--- config.mk ---
export PLATFORM = sky130hd
export DESIGN_NAME = fft_agu
export DESIGN_NICKNAME = d
export VERILOG_FILES = /design/src/rtl/fft_agu.sv
export SDC_FILE = /design/constraint.sdc
export NUM_CORES = 1
export LEC_CHECK = 0
export ABC_CLOCK_PERIOD_IN_PS = 3900
export CORE_MARGIN = 10
export CORE_UTILIZATION = 33
export CTS_BUF_LIST = sky130_fd_sc_hd__clkbuf_4
export CTS_CLUSTER_DIAMETER = 200
export DETAILED_ROUTE_END_ITERATION = 10
export HOLD_SLACK_MARGIN = 0.05
export PLACE_DENSITY_LB_ADDON = 0.05
export SLEW_MARGIN = 15
export SYNTH_ARGS = -nofsm -noshare
export SYNTH_HDL_FRONTEND = slang
export SYNTH_SLANG_ARGS = --single-unit
--- constraint.sdc ---
create_clock -name clk_i -period 3.9 [get_ports clk_i]
set_input_delay 0.975 -clock clk_i [delete_from_list [all_inputs] [get_ports clk_i]]
set_output_delay 0.975 -clock clk_i [all_outputs]
set_load 0.02 [all_outputs]
--- src/rtl/fft_agu.sv ---
// rtl/fft_agu.sv - radix-2 FFT address and twiddle generator
//
// Walks an N = 2^N_LOG2 point in-place FFT stage by stage and, for every
// butterfly beat (s, j), presents the two operand addresses and the twiddle
// factor. All outputs come straight from flops.
//
// Ports:
//   clk_i, rst_ni        clock, asynchronous active-low reset
//   start_i              begin a run (honoured only when idle)
//   ready_i              downstream accepts the current beat
//   valid_o              current beat is valid
//   addr_a_o, addr_b_o   operand A / B memory addresses
//   twid_re_o, twid_im_o twiddle in Q(FRAC_BITS), sign-extended to DATA_WIDTH
//   stage_o              current stage index
//   last_o               final butterfly of the final stage
//   busy_o               run in progress (RUN or GAP)
//   done_o               one-cycle completion pulse
module fft_agu #(
  parameter int N_LOG2     = 4,
  parameter int DATA_WIDTH = 21,
  parameter int FRAC_BITS  = 15,
  parameter int STAGE_GAP  = 2
) (
  input  logic                  clk_i,
  input  logic                  rst_ni,
  input  logic                  start_i,
  input  logic                  ready_i,
  output logic                  valid_o,
  output logic [N_LOG2-1:0]     addr_a_o,
  output logic [N_LOG2-1:0]     addr_b_o,
  output logic [DATA_WIDTH-1:0] twid_re_o,
  output logic [DATA_WIDTH-1:0] twid_im_o,
  output logic [2:0]            stage_o,
  output logic                  last_o,
  output logic                  busy_o,
  output logic                  done_o
);

  localparam int              JW       = N_LOG2 - 1;
  localparam logic [JW-1:0]   J_MAX    = '1;
  localparam logic [2:0]      S_MAX    = 3'(N_LOG2 - 1);
  localparam logic [3:0]      GAP_LOAD = 4'((STAGE_GAP > 0) ? STAGE_GAP - 1 : 0);
  // The table is Q15; rescale to the requested fractional width.
  localparam int              SHL      = (FRAC_BITS >= 15) ? FRAC_BITS - 15 : 0;
  localparam int              SHR      = (FRAC_BITS < 15) ? 15 - FRAC_BITS : 0;

  typedef enum logic [1:0] {S_IDLE, S_RUN, S_GAP, S_DONE} state_e;

  state_e                  state_q, state_d;
  logic [2:0]              s_q, s_d;
  logic [JW-1:0]           j_q, j_d;
  logic [3:0]              gap_q, gap_d;

  logic                    valid_q, valid_d;
  logic                    busy_q, busy_d;
  logic                    done_q, done_d;
  logic                    last_q, last_d;
  logic [N_LOG2-1:0]       addr_a_q, addr_a_d;
  logic [N_LOG2-1:0]       addr_b_q, addr_b_d;
  logic [DATA_WIDTH-1:0]   twid_re_q, twid_re_d;
  logic [DATA_WIDTH-1:0]   twid_im_q, twid_im_d;
  logic [2:0]              stage_q, stage_d;

  // W16^m, Q15; 17 bits so that +1.0 (32768) does not wrap.
  function automatic logic signed [16:0] tw_re(input logic [2:0] m);
    case (m)
      3'd0:    tw_re = 17'sd32768;
      3'd1:    tw_re = 17'sd30274;
      3'd2:    tw_re = 17'sd23170;
      3'd3:    tw_re = 17'sd12540;
      3'd4:    tw_re = 17'sd0;
      3'd5:    tw_re = -17'sd12540;
      3'd6:    tw_re = -17'sd23170;
      default: tw_re = -17'sd30274;
    endcase
  endfunction

  function automatic logic signed [16:0] tw_im(input logic [2:0] m);
    case (m)
      3'd0:    tw_im = 17'sd0;
      3'd1:    tw_im = -17'sd12540;
      3'd2:    tw_im = -17'sd23170;
      3'd3:    tw_im = -17'sd30274;
      3'd4:    tw_im = -17'sd32768;
      3'd5:    tw_im = -17'sd30274;
      3'd6:    tw_im = -17'sd23170;
      default: tw_im = -17'sd12540;
    endcase
  endfunction

  // Next-state and beat counters.
  always_comb begin
    state_d = state_q;
    s_d     = s_q;
    j_d     = j_q;
    gap_d   = gap_q;
    case (state_q)
      S_IDLE: begin
        if (start_i) begin
          state_d = S_RUN;
          s_d     = 3'd0;
          j_d     = '0;
        end
      end
      S_RUN: begin
        if (valid_q && ready_i) begin
          if (j_q == J_MAX) begin
            j_d = '0;
            if (s_q == S_MAX) begin
              state_d = S_DONE;
            end else begin
              // Stage index advances now; it is not visible until RUN resumes.
              s_d = s_q + 3'd1;
              if (STAGE_GAP > 0) begin
                state_d = S_GAP;
                gap_d   = GAP_LOAD;
              end
            end
          end else begin
            j_d = j_q + 1'b1;
          end
        end
      end
      S_GAP: begin
        if (gap_q == 4'd0) state_d = S_RUN;
        else               gap_d   = gap_q - 4'd1;
      end
      S_DONE:  state_d = S_IDLE;
      default: state_d = S_IDLE;
    endcase
  end

  // Beat decode from the next (s, j) so the registered outputs line up with
  // the state they describe; a stalled beat recomputes identical values.
  logic [N_LOG2-1:0]            j_ext, half, pos, addr_a;
  logic [2:0]                   m;
  logic signed [DATA_WIDTH-1:0] re_ext, im_ext;

  always_comb begin
    j_ext  = N_LOG2'(j_d);
    half   = N_LOG2'(1) << s_d;
    pos    = j_ext & (half - N_LOG2'(1));
    addr_a = ((j_ext >> s_d) << (s_d + 3'd1)) | pos;
    // m = k * 2^(4-N_LOG2) with k = pos << (N_LOG2-1-s), i.e. pos << (3-s).
    m      = 3'(4'(pos) << (3'd3 - s_d));
    re_ext = DATA_WIDTH'(tw_re(m));
    im_ext = DATA_WIDTH'(tw_im(m));

    valid_d   = (state_d == S_RUN);
    busy_d    = (state_d == S_RUN) || (state_d == S_GAP);
    done_d    = (state_d == S_DONE);
    last_d    = 1'b0;
    addr_a_d  = '0;
    addr_b_d  = '0;
    twid_re_d = '0;
    twid_im_d = '0;
    stage_d   = 3'd0;
    if (valid_d) begin
      last_d    = (s_d == S_MAX) && (j_d == J_MAX);
      addr_a_d  = addr_a;
      addr_b_d  = addr_a | half;   // bit s of addr_a is always clear
      twid_re_d = (re_ext <<< SHL) >>> SHR;
      twid_im_d = (im_ext <<< SHL) >>> SHR;
      stage_d   = s_d;
    end
  end

  always_ff @(posedge clk_i or negedge rst_ni) begin
    if (!rst_ni) begin
      state_q   <= S_IDLE;
      s_q       <= 3'd0;
      j_q       <= '0;
      gap_q     <= 4'd0;
      valid_q   <= 1'b0;
      busy_q    <= 1'b0;
      done_q    <= 1'b0;
      last_q    <= 1'b0;
      addr_a_q  <= '0;
      addr_b_q  <= '0;
      twid_re_q <= '0;
      twid_im_q <= '0;
      stage_q   <= 3'd0;
    end else begin
      state_q   <= state_d;
      s_q       <= s_d;
      j_q       <= j_d;
      gap_q     <= gap_d;
      valid_q   <= valid_d;
      busy_q    <= busy_d;
      done_q    <= done_d;
      last_q    <= last_d;
      addr_a_q  <= addr_a_d;
      addr_b_q  <= addr_b_d;
      twid_re_q <= twid_re_d;
      twid_im_q <= twid_im_d;
      stage_q   <= stage_d;
    end
  end

  assign valid_o   = valid_q;
  assign busy_o    = busy_q;
  assign done_o    = done_q;
  assign last_o    = last_q;
  assign addr_a_o  = addr_a_q;
  assign addr_b_o  = addr_b_q;
  assign twid_re_o = twid_re_q;
  assign twid_im_o = twid_im_q;
  assign stage_o   = stage_q;

endmodule
==> flow_metrics.env <==
export IMPL_clkPwrFrac_pct=14.7
export IMPL_power_frac_comb_pct=54.3
export IMPL_rsz0062_at_grt="false"
export IMPL_grt_total_usage_pct=10.2
export IMPL_ys_warn_count=0
export IMPL_worst_slack_ps=731
export IMPL_wl_per_cell_um=15.0
export IMPL_layout_nets=319
export IMPL_timing_rr_start="state_q[1]$_DFF_PN0_"
export IMPL_ys_ff_latch=46
export IMPL_hpwlAfterDp_um=4490
export IMPL_hold_viol=0
export IMPL_setup_viol=0
export IMPL_htreeDepth=2
export IMPL_io_pin_count=61
export IMPL_syn_inst=260
export IMPL_drt_total_wl_um=6020
export IMPL_synth_cell_area_mm2=0.00261
export IMPL_cts_root_buf="clkbuf_4"
export IMPL_fin_crit_sh_pct=81.3
export IMPL_critPathKind="in2reg"
export IMPL_start_kind="input pin"
export IMPL_antenna_found_initial=0
export IMPL_cts_reportedPaths_clkPinSlew_ps=130
export IMPL_dp_cells=395
export IMPL_port_buffers=57
export IMPL_worst_path_largest_cell_delay_ps=550
export IMPL_area_growth_pct=23.2
export IMPL_place_gp_congestion=0.829
export IMPL_layout_commonest_cell="clkdlybuf4s50_1"
export IMPL_cts_hold_buf=0
export IMPL_swShare_pct=42.5
export IMPL_relSlewSlack_pct=61.6
export IMPL_fin_area_mm2=0.00321
export IMPL_cts_buffers=5
export IMPL_clock_fmax_mhz=316
export IMPL_grt_pass1_vias=1904
export IMPL_diodes=0
export IMPL_rows=32
export IMPL_overflow=0
export IMPL_seqPwrFrac_pct=31.1
export IMPL_placed_cell_area_mm2=0.00314
export IMPL_p_per_area_mw_per_mm2=598
export IMPL_place_ws_ps=398
export IMPL_vias_per_cell=4.77
export IMPL_drive_gt1_share_pct=10.3
export IMPL_power_net_switching_uw=817
export IMPL_die_area_mm2=0.0119
export IMPL_cts_resized=0
export IMPL_critical_path_required_ps=4200
export IMPL_max_clock_path_buffers=2
export IMPL_dr_pass1_iters=4
export IMPL_p_int_uw=1110
export IMPL_synth_edf_count=0
export IMPL_grt_max_degree=47
export IMPL_die_w_um=109
export IMPL_fin_setup_tns_ps=0
export IMPL_min_path_type="reg2reg"
export IMPL_worstPathMaxFanout=7
export IMPL_cts_tree="built"
export IMPL_initial_core_util_pct=33.8
export IMPL_clkLatencyLatePin_ps=360
export IMPL_synthArstFlopShare_pct=100
export IMPL_fp_coreArea_mm2=0.00773
export IMPL_postCtsSetupRepairBufs=0
export IMPL_cpMaxStageDelayCell="clkdlybuf4s50_1"
export IMPL_arrival_ps=3460
export IMPL_seq_area_frac_synth_pct=44.1
export IMPL_crit_start="ready_i"
export IMPL_maxSlewViolCount=0
export IMPL_worst_pin_slew_ps=576
export IMPL_skew_ps=13.6
export IMPL_status="finished, final reports clean"
export IMPL_p_leak_uw=0.00140
export IMPL_cts_sinks=46
export IMPL_worstPathCellList="clkdlybuf4s50_1, nand3_1, o211ai_1, and2_1, inv_2, ha_1, ha_1, nand3_1, o31a_1, o32a_1, a21oi_1"
export IMPL_end_kind="register"
export IMPL_drt_initial_drc_count=77
export IMPL_fin_crit_ps=3170
export IMPL_mostFrequentLayoutCells="clkdlybuf4s50_1 (56), dfrtp_1 (46), nor2_1 (20)"
export IMPL_reg2reg_setup_slack_ps=820
export IMPL_grt_pass1_wl_um=9780
export IMPL_layout_cells_non_filler=402
export IMPL_drc=0
export IMPL_synthFlopType="dfrtp_1"
export IMPL_drv_cap=0
export IMPL_synth_avg_cell_area_um2=10.0
export IMPL_ir_drop_uv=243
export IMPL_die_y_um=109
export IMPL_drtAntennaViolNets=0
export IMPL_yosysUniqueCellTypes=52
export IMPL_hp_start="gap_q[2]$_DFFE_PN0P_"
export IMPL_vias=1916
[through the flow]
step	hold WS [ps]	total power (uW)	util, %
finish	556	1920	41.6
floorplan	493	1340	-
detailed placement	540	1660	40.6
CTS	559	1950	41.6
global route	596	2080	41.6
global placement	526	1660	40.6
[path summary, 6_finish.rpt]
check | to | cells past startpoint
max | addr_b_o[1]$_DFF_PN0_ | 11
min | gap_q[2]$_DFFE_PN0P_ | 1
max reg2reg | addr_b_o[1]$_DFF_PN0_ | 12
min reg2reg | gap_q[2]$_DFFE_PN0P_ | 1
max in group asynchronous | state_q[0]$_DFF_PN0_ | 1
min in group asynchronous | gap_q[2]$_DFFE_PN0P_ | 1
[cells by family after synthesis]
| kind of cell | after synthesis | share of synthesized area [%] |
|---|---|---|
| and+or+nand+nor | 76 | 15.3 |
| AOI/OAI and AO/OA | 64 | 17.6 |
| buffers and inverters | 48 | 11.5 |
| DFF | 46 | 44.1 |
| adders and majority gates | 16 | 7.57 |
| xor gates and xnor gates | 5 | 1.68 |
| muxes | 4 | 2.06 |
| other | 1 | 0.144 |
[sequential cells by signal, summed over array words and instances (netlist names)]
| signal | count |
|---|---|
| addr_a_o | 4 |
| last_o | 1 |
| state_q | 2 |
| addr_b_o | 4 |
| busy_o | 1 |
| twid_im_o | 8 |
| j_q | 3 |
| done_o | 1 |
| s_q | 3 |
| twid_re_o | 11 |
| stage_o | 3 |
| gap_q | 4 |
| valid_o | 1 |
[cell usage after synthesis, types with 2 or more instances]
cell	instances	area share, %
a211oi_1	2	0.58
a21oi_1	18	3.5
a22oi_4	2	1.6
a32oi_1	4	1.3
and2_1	10	2.4
and3_1	3	0.72
buf_2	5	0.96
buf_4	26	7.5
buf_6	2	0.86
clkbuf_1	2	0.29
dfrtp_1	46	44
ha_1	15	7.2
inv_1	11	1.6
inv_2	2	0.29
mux2i_1	2	0.77
nand2_1	15	2.2
nand2b_1	2	0.48
nand3_1	8	1.5
nand4_1	3	0.72
nor2_1	20	2.9
nor2b_1	3	0.72
nor3_1	4	0.77
nor4_1	2	0.48
o211ai_1	2	0.58
o21a_1	5	1.4
o21ai_0	10	1.9
o21ai_1	5	0.96
o31a_1	2	0.67
o32ai_1	2	0.67
xnor2_1	5	1.7
[final cells by class]
class / count / area, um2
Fill cell: 761 / 4510
Multi-Input combinational cell: 168 / 1170
Sequential cell: 46 / 1150
Timing Repair Buffer: 66 / 648
Tap cell: 102 / 128
Inverter: 13 / 48.8
Clock buffer: 5 / 37.5
Clock inverter: 2 / 33.8
[per-layer routing]
metal	track usage, %	share of wire [%]
met5	0	0
met2	15.3	43
met4	3.39	1.3
met1	13.6	48
met3	3.13	7.7
[critical path, delay by kind of cell]
family	cells	cell delay, ps
buf+inv	2	640
simple gates	3	540
compound gates	4	800
fa+ha+maj	2	520
[power by group through the flow]
stage               logic (uW)  clock network (uW)  registers [uW]
detailed placement        1050                   0             605
finish                    1040                 282             597
floorplan                  678                   0             662
CTS                       1060                 296             597
global route              1150                 319             606
global placement          1060                   0             606
No activity file was read; power rests on OpenSTA's default activity.
